## config.mk

```make
export PLATFORM = sky130hd
export DESIGN_NAME = mux_scan_ctrl_flat
export DESIGN_NICKNAME = d
export VERILOG_FILES = /design/src/rtl/mux_scan_ctrl_if.sv /design/src/rtl/mux_scan_ctrl.sv /design/src/flat_wrapper.sv
export SDC_FILE = /design/constraint.sdc
export NUM_CORES = 1
export LEC_CHECK = 0
export BUFFER_PORTS_ARGS = -buffer_cell sky130_fd_sc_hd__buf_2
export CAP_MARGIN = 20
export CELL_PAD_IN_SITES_DETAIL_PLACEMENT = 2
export CELL_PAD_IN_SITES_GLOBAL_PLACEMENT = 2
export CORE_MARGIN = 2
export CORE_UTILIZATION = 29
export DETAILED_ROUTE_END_ITERATION = 8
export PLACE_DENSITY = 0.78
export SLEW_MARGIN = 20
export SYNTH_ARGS = -nofsm -noshare
export SYNTH_HDL_FRONTEND = slang
export SYNTH_SLANG_ARGS = --single-unit
```

## constraint.sdc

```tcl
create_clock -name clk -period 1.82 [get_ports clk]
set_input_delay 0.091 -clock clk [delete_from_list [all_inputs] [get_ports clk]]
set_output_delay 0.091 -clock clk [all_outputs]
set_load 0.02 [all_outputs]
```

## src/rtl/mux_scan_ctrl_if.sv

```systemverilog
// Stream and control bundle between the scan controller and its environment
// (mux select/data path, start/mask control, captured-sample handshake).
interface mux_scan_ctrl_if #(
   parameter int WIDTH = 8,
   parameter int NCH   = 8,
   parameter int SEL_W = 3
);
   logic             start;
   logic             continuous;
   logic [NCH-1:0]   ch_mask;
   logic [SEL_W-1:0] Sel;
   logic [WIDTH-1:0] mux_out;
   logic [WIDTH-1:0] data;
   logic [SEL_W-1:0] ch_id;
   logic             valid;
   logic             ready;
   logic             busy;
   logic             done;

   modport master (
      input  start, continuous, ch_mask, mux_out, ready,
      output Sel, data, ch_id, valid, busy, done
   );

   modport slave (
      output start, continuous, ch_mask, mux_out, ready,
      input  Sel, data, ch_id, valid, busy, done
   );
endinterface

```

## src/rtl/mux_scan_ctrl.sv

```systemverilog
// Steps the mux select through the enabled channels in ascending order, waits
// SETTLE cycles per channel, then offers the sample and its channel on valid/ready.
module mux_scan_ctrl #(
   parameter int WIDTH  = 8,
   parameter int NCH    = 8,
   parameter int SEL_W  = $clog2(NCH),
   parameter int SETTLE = 2
) (
   input logic             clk,
   input logic             rst_n,
   mux_scan_ctrl_if.master bus
);

   localparam int PTR_W = SEL_W + 1;
   localparam int CNT_W = (SETTLE > 1) ? $clog2(SETTLE) : 1;

   typedef enum logic [2:0] {
      S_IDLE,
      S_SEEK,
      S_SETTLE,
      S_WAIT,
      S_DONE
   } state_t;

   state_t           r_state;
   logic [SEL_W-1:0] r_sel;
   logic [WIDTH-1:0] r_data;
   logic [SEL_W-1:0] r_ch_id;
   logic             r_valid;
   logic [PTR_W-1:0] r_ptr;
   logic [NCH-1:0]   r_mask_q;
   logic [CNT_W-1:0] r_cnt;

   state_t           w_next;
   logic             w_found;
   logic [SEL_W-1:0] w_hit_idx;
   logic             w_load_pass;
   logic             w_seek_hit;
   logic             w_cnt_dec;
   logic             w_capture;
   logic             w_accept;
   logic             w_busy;
   logic             w_done;

   // Priority search: iterating downwards lets the lowest qualifying channel win.
   // The pointer is one bit wider than Sel, so ptr == NCH matches nothing.
   always_comb begin
      // NOTE: every combinational output gets a default first so no path leaves it unassigned (no latch).
      w_found   = 1'b0;
      w_hit_idx = '0;
      for (int i = NCH - 1; i >= 0; i--) begin
         if (r_mask_q[i] && (PTR_W'(i) >= r_ptr)) begin
            w_found   = 1'b1;
            w_hit_idx = SEL_W'(i);
         end
      end
   end

   always_comb begin
      w_next      = r_state;
      w_load_pass = 1'b0;
      w_seek_hit  = 1'b0;
      w_cnt_dec   = 1'b0;
      w_capture   = 1'b0;
      w_accept    = 1'b0;
      w_busy      = 1'b1;
      w_done      = 1'b0;
      unique case (r_state)
         S_IDLE: begin
            w_busy = 1'b0;
            if (bus.start) begin
               w_load_pass = 1'b1;
               w_next      = S_SEEK;
            end
         end
         S_SEEK: begin
            if (w_found) begin
               w_seek_hit = 1'b1;
               w_next     = S_SETTLE;
            end else begin
               w_next = S_DONE;
            end
         end
         S_SETTLE: begin
            if (r_cnt != '0) begin
               w_cnt_dec = 1'b1;
            end else begin
               w_capture = 1'b1;
               w_next    = S_WAIT;
            end
         end
         S_WAIT: begin
            if (r_valid && bus.ready) begin
               w_accept = 1'b1;
               w_next   = (r_ch_id == SEL_W'(NCH - 1)) ? S_DONE : S_SEEK;
            end
         end
         S_DONE: begin
            w_done = 1'b1;
            if (bus.continuous) begin
               w_load_pass = 1'b1;
               w_next      = S_SEEK;
            end else begin
               w_next = S_IDLE;
            end
         end
         default: w_next = S_IDLE;
      endcase
   end

   // NOTE: sequential state uses non-blocking assignments so every register samples pre-edge values.
   always_ff @(posedge clk) begin
      if (!rst_n) begin
         r_state  <= S_IDLE;
         r_sel    <= '0;
         r_data   <= '0;
         r_ch_id  <= '0;
         r_valid  <= 1'b0;
         r_ptr    <= '0;
         r_mask_q <= '0;
         r_cnt    <= '0;
      end else begin
         r_state <= w_next;
         if (w_load_pass) begin
            r_mask_q <= bus.ch_mask;
            r_ptr    <= '0;
         end
         // Counter preload of SETTLE-1 plus the capture cycle gives SETTLE edges of settle time.
         if (w_seek_hit) begin
            r_sel <= w_hit_idx;
            r_cnt <= CNT_W'(SETTLE - 1);
         end
         if (w_cnt_dec) begin
            r_cnt <= r_cnt - CNT_W'(1);
         end
         if (w_capture) begin
            r_data  <= bus.mux_out;
            r_ch_id <= r_sel;
            r_valid <= 1'b1;
         end
         if (w_accept) begin
            r_valid <= 1'b0;
            r_ptr   <= {1'b0, r_ch_id} + PTR_W'(1);
         end
      end
   end

   assign bus.Sel   = r_sel;
   assign bus.data  = r_data;
   assign bus.ch_id = r_ch_id;
   assign bus.valid = r_valid;
   assign bus.busy  = w_busy;
   assign bus.done  = w_done;

endmodule
```

## src/flat_wrapper.sv

```systemverilog
// flat-port wrapper written by rule: the top's interface ports become plain ports
module mux_scan_ctrl_flat 
#(
   parameter int WIDTH  = 8,
   parameter int NCH    = 8,
   parameter int SEL_W  = $clog2(NCH),
   parameter int SETTLE = 2
)
  (clk, rst_n, bus_start, bus_continuous, bus_ch_mask, bus_mux_out, bus_ready, bus_Sel, bus_data, bus_ch_id, bus_valid, bus_busy, bus_done);
  mux_scan_ctrl_if #(.WIDTH(WIDTH), .NCH(NCH), .SEL_W(SEL_W)) bus_i ();
  input logic clk;
  input logic rst_n;
  input wire logic [$bits(bus_i.start)-1:0] bus_start;
  input wire logic [$bits(bus_i.continuous)-1:0] bus_continuous;
  input wire logic [$bits(bus_i.ch_mask)-1:0] bus_ch_mask;
  input wire logic [$bits(bus_i.mux_out)-1:0] bus_mux_out;
  input wire logic [$bits(bus_i.ready)-1:0] bus_ready;
  output wire logic [$bits(bus_i.Sel)-1:0] bus_Sel;
  output wire logic [$bits(bus_i.data)-1:0] bus_data;
  output wire logic [$bits(bus_i.ch_id)-1:0] bus_ch_id;
  output wire logic [$bits(bus_i.valid)-1:0] bus_valid;
  output wire logic [$bits(bus_i.busy)-1:0] bus_busy;
  output wire logic [$bits(bus_i.done)-1:0] bus_done;
  assign bus_i.start = bus_start;
  assign bus_i.continuous = bus_continuous;
  assign bus_i.ch_mask = bus_ch_mask;
  assign bus_i.mux_out = bus_mux_out;
  assign bus_i.ready = bus_ready;
  assign bus_Sel = bus_i.Sel;
  assign bus_data = bus_i.data;
  assign bus_ch_id = bus_i.ch_id;
  assign bus_valid = bus_i.valid;
  assign bus_busy = bus_i.busy;
  assign bus_done = bus_i.done;
  mux_scan_ctrl #(.WIDTH(WIDTH), .NCH(NCH), .SEL_W(SEL_W), .SETTLE(SETTLE)) u_core (.clk(clk), .rst_n(rst_n), .bus(bus_i));
endmodule
```

=== Word-level counts from Yosys, hierarchy flattened ===
Cells that the tools add are included.
W data, S select, Z words.

* Register bits after elaboration: 31
* Input bits: 21
* Word-level logic and storage cells: 81

* $add $sub $neg: 2
* Magnitude comparators: 8
* Equality and inequality tests: 8
* Mux-type cells: 40
* Bitwise logic cells: 1
* Reductions and logical operators: 14

{| class="wikitable"
|+ Operators with widths
! cell !! number
|-
| $mux W3 || 13
|-
| $mux W1 || 23
|-
| $ge A3 B4 Y1 const A || 4
|-
| $pmux W3 S5 || 1
|-
| $logic_and A1 B1 Y1 || 9
|-
| $ge A1 B4 Y1 const A || 2
|-
| $ge A2 B4 Y1 const A || 2
|-
| $mux W4 || 2
|-
| $eq A3 B2 Y1 const B || 2
|-
| $eq A3 B3 Y1 const B || 2
|-
| $add A3 B1 Y4 const B || 1
|-
| $ne A2 B2 Y1 const B || 2
|-
| $reduce_bool A2 Y1 || 2
|-
| $eq A3 B1 Y1 const B || 1
|-
| $logic_not A3 Y1 || 1
|-
| $reduce_and A3 Y1 || 1
|-
| $ne A2 B1 Y1 const B || 1
|-
| $pmux W1 S2 || 1
|-
| $reduce_or A2 Y1 || 1
|-
| $not A1 Y1 || 1
|-
| $sub A1 B1 Y1 const B || 1
|}

=== Longest topological paths before layout ===
* Word-level depth: 14
* Gate-level depth with buffers: 7
* Depth with buffers taken out: 7

=== Least setup slack after synthesis ===
OpenSTA, ideal clock, no wires.

* Path kind: reg2reg
* From: reg u_core.r_ch_id[0] (netlist: u_core.bus.ch_id[0])
* To: reg u_core.r_state[0]
* Setup time: 115 ps
* Data arrival time: 1275 ps
* Data required time: 1705 ps
* Slack: 431 ps
* Cell stages (with the launch flop): 8
* Path buffers: 0
* Period minus slack after synthesis: 1389 ps
* Cell sequence: dfxtp_1 > ha_1 > ha_1 > nand2b_1 > a21oi_1 > a21oi_1 > nor2_1 > o21a_1

* Longest elaborated chain between the ends: 4

{| class="wikitable"
|+ Ends and longest elaborated chain
! element !! RTL line !! source
|-
| from (decl) || mux_scan_ctrl.sv:28 || <nowiki>logic [SEL_W-1:0] r_ch_id;</nowiki>
|-
| from (signal assigned) || mux_scan_ctrl.sv:138 || <nowiki>r_ch_id <= r_sel;</nowiki>
|-
| $eq A3 B3 Y1 || mux_scan_ctrl.sv:95 || <nowiki>w_next = (r_ch_id == SEL_W'(NCH - 1)) ? S_DONE : S_SEEK;</nowiki>
|-
| $mux W3 || mux_scan_ctrl.sv:95 ||
|-
| $mux W3 || mux_scan_ctrl.sv:93 || <nowiki>if (r_valid && bus.ready) begin</nowiki>
|-
| $pmux W3 S5 || mux_scan_ctrl.sv:68 || <nowiki>unique case (r_state)</nowiki>
|-
| to (signal assigned) || mux_scan_ctrl.sv:123 || <nowiki>r_state <= w_next;</nowiki>
|-
| to (decl) || mux_scan_ctrl.sv:25 || <nowiki>state_t r_state;</nowiki>
|}

No other way between the ends. The select of a mux whose other input is x is not followed.
A chain may end at the register's enable or synchronous reset.

=== Worst setup path after layout ===
* From: reg u_core.r_state[1]
* To: reg u_core.r_valid (netlist: u_core.bus.valid)

* Longest elaborated chain between the ends: 3
* Elaborated cells on any way between the ends: 5

{| class="wikitable"
|+ Ends and longest elaborated chain
! element !! RTL line !! source
|-
| $eq A3 B2 Y1 || mux_scan_ctrl.sv:68 ||
|-
| $mux W1 || mux_scan_ctrl.sv:68 ||
|-
| $reduce_or A2 Y1 (no line) || n/a ||
|-
| to (signal assigned) || mux_scan_ctrl.sv:118 || <nowiki>r_valid <= 1'b0;</nowiki>
|-
| to (signal assigned) || mux_scan_ctrl.sv:139 || <nowiki>r_valid <= 1'b1;</nowiki>
|-
| to (signal assigned) || mux_scan_ctrl.sv:142 || <nowiki>r_valid <= 1'b0;</nowiki>
|-
| to (decl) || mux_scan_ctrl.sv:29 || <nowiki>logic r_valid;</nowiki>
|}

Several ways; a longest one is shown, not always the timed one.

==> key figures <==
Floorplanning
  • Die ar.: 0.00555 sq mm
  • IO Count: 38
  • Initial Utilization: 30.3%
  • Core outline area: 0.00475 sq mm
  • Row count: 25
  • Die height: 74.5 microns
  • Die Wd: 74.5 microns

Finish
  • Share of cells above drive strength 1: 27.5%
  • Sequential standard cell area: 621 sq um
  • Nets@finish: 233
  • Multi-input gate area: 753 sq um
  • Fill cells: 573
  • Antenna diode count: 0
  • Final instance area: 0.00180 sq mm
  • Most frequent cells in the layout: 37 x buf_2, 31 x dfxtp_1, 27 x nand2_1, 25 x a21oi_1, 18 x nor2_1
  • P&R area growth vs syn: 25.0%
  • Final core utilization: 37.9%
  • Most common cell after layout, fill and taps aside: buf_2

Global routing
  • Largest net degree at the start of global routing: 13
  • Number of global-route vias before repair: 1,434
  • Total Routing Usage GR: 16.8%
  • First-pass GRT wire length: 6940 microns
  • Grt ovf: 0
  • Antenna violations before repair: 0

STA
  • Max-slew violation count: 0
  • Rel. slew slack: 73.6%
  • Min setup slack post-route: 0.192 ns
  • Fmax: 614 MHz
  • Min Tclk post-route: 1.63 ns
  • Final Cycle Share: 89.4%
  • Final Hold Fails: 0
  • Worst Max-Slew Pin Slew: 0.395 ns
  • Skew final: 0.00748 ns
  • Hold WS: 0.0441 ns
  • Final setup viols: 0

Place
  • Port bufs: 37
  • Dpl ws: 0.151 ns
  • HPWL Detailed: 3260 microns
  • Cell Area, Placed: 0.00168 sq mm
  • Routability cong.: 0.856

Synth
  • Mapped Area: 0.00144 sq mm
  • Ys Warns: 0
  • Ys flop type: dfxtp_1
  • Cell accounting for the most synthesized area: dfxtp_1
  • Post-synthesis cell type count: 38
  • Top post-synthesis cells by area: dfxtp_1 43%, a21oi_1 8.7%, nand2_1 7.0%, mux2i_1 6.9%, nor2_1 4.7%
  • Syn Area/Cell: 8.33 sq um
  • Syn Nets: 196
  • Yosys top cell area share: 43.1%
  • Seq/Total Area, Yosys: 43.1%
  • Cells after Synth: 173
  • FFs w/ async S/R, synth: 0%
  • Post-synth EDFFs: 0
  • Flops & latches, synth: 31

Clock network
  • CTS tree: yes
  • Cts hold-fix bufs: 0
  • Clk_lat worst skew: 0.28 ns
  • Post-CTS setup buffers: 0
  • Worst-case clock buffer depth: 2
  • Num CTS Buffers: 5
  • Clk sinks: 31
  • Clk Tree Root Cell: clkbuf_8
  • Clk slew on worst S/H paths: 0.07 ns
  • CTS H-tree lvls: 2

Power
  • Leak: 0.749 nW
  • Internal: 1.59 mW
  • Clk pwr share: 28.1%
  • Seq pwr share: 37.7%
  • Gate power share: 34.2%
  • Worst VDD drop: 360 uV
  • Switching fraction of total power: 36.0%
  • Psw: 0.896 mW
  • Pwr Total: 2.49 mW
  • Power Density: 1380 mW/mm^2

Route
  • Initial detailed-routing violation count: 28
  • Avg WL per Cell: 15.3 microns
  • DRC viols: 0
  • Post-Route WL: 4250 microns
  • Via Count: 1,355
  • Drt first pass iters: 4
  • DRT antenna net count: 0
  • Vias per cell: 4.87

Worst setup path
  • Startpoint Class: flip-flop
  • Crit path kind: reg2reg
  • Endpoint type of the worst setup path: flip-flop
  • CP max FO: 12
  • Req. time, crit path: 2.02 ns
  • Worst EP arrival: 1.83 ns

Job
  • Maxcap violations: 0

Min path
  • Worst Hold Class: in2reg

Status
  • Outcome: complete, no violations
-- synth_stat cells, types with 2 or more instances --
cell and count:
nor2_1 18, o21ai_0 3, nand2_1 27, a21oi_1 25, ha_1 2, o21a_1 2, mux2i_1 10, nand2b_1 3
a21boi_0 3, nor2b_1 2, nor3_1 5, buf_2 3, inv_1 5, nor3_2 2, clkbuf_1 4, nand3_1 3
a22oi_1 3, buf_4 3, dfxtp_1 31
-- flip-flops by register name, summed over array words and instances, names as in the netlist --
register,cells
u_core.r_cnt,1
u_core.bus.ch_id,3
u_core.r_mask_q,8
u_core.bus.valid,1
u_core.r_ptr,4
u_core.r_state,3
u_core.bus.Sel,3
u_core.bus.data,8
-- metal layers --
metal | global-route usage, % | vias to the layer above | wire (microns)
met4 | 5.95 | 0 | 65
met1 | 20.9 | 655 | 1950
met2 | 28.5 | 24 | 2110
li1 | - | 670 | -
met3 | 3.66 | 6 | 129
met5 | 0 | - | 0
-- power groups by stage --
stage	Sequential [mW]	Clock, mW	Combinational [mW]
floorplan	0.949	0	0.610
global placement	0.945	0	0.808
detailed placement	0.954	0	0.851
CTS	0.941	0.722	0.858
global route	0.966	0.752	0.957
finish	0.939	0.700	0.852
-- critical path: stages (launching register included) --
cell,delay (ns)
dfxtp_1,0.54
nor3b_1,0.41
and2b_2,0.36
nor2_1,0.08
nor3_1,0.16
-- path summary, 6_finish.rpt --
| kind | start | to | slack (ns) | cells after the start |
|---|---|---|---|---|
| max reg2reg | u_core.r_state[1] | u_core.bus.valid | 0.19 | 4 |
| max | u_core.r_state[1] | u_core.bus.valid | 0.19 | 4 |
| min reg2reg | u_core.bus.data[5] | u_core.bus.data[5] | 0.46 | 2 |
| min | bus_mux_out[6] | u_core.bus.data[6] | 0.04 | 3 |
-- metrics by stage --
| stage | TNS (ns) | cells |
|---|---|---|
| 2_1_floorplan | 0 | 173 |
| 3_3_place_gp | 0 | 270 |
| 3_5_place_dp | 0 | 270 |
| 4_1_cts | 0 | 278 |
| 5_1_grt | -0.0138 | 278 |
| 6_report | 0 | 278 |
-- cell families after synthesis --
| family | Yosys count | synth area share, % |
|---|---|---|
| buffers and inverters | 15 | 4.95 |
| and+or+nand+nor | 70 | 23.5 |
| muxes | 10 | 6.94 |
| AOI/OAI and AO/OA | 45 | 19.8 |
| DFF | 31 | 43.1 |
| adders and majority gates | 2 | 1.74 |
-- final cells by class --
type / instances / area share, %
multi-input combinational: 127 / 41.8
sequential: 31 / 34.4
timing repair buffer: 40 / 11.5
tap: 67 / 4.65
clock buffer: 6 / 4.58
clock inverter: 2 / 1.94
inverter: 5 / 1.04
-- what timing repair did --
item | in CTS | in global routing
gates resized for setup | 0 | 2
hold endpoints to repair | 0 | 0
endpoints found under the setup margin | 0 | 12
Power figures use the tool's default switching activity.
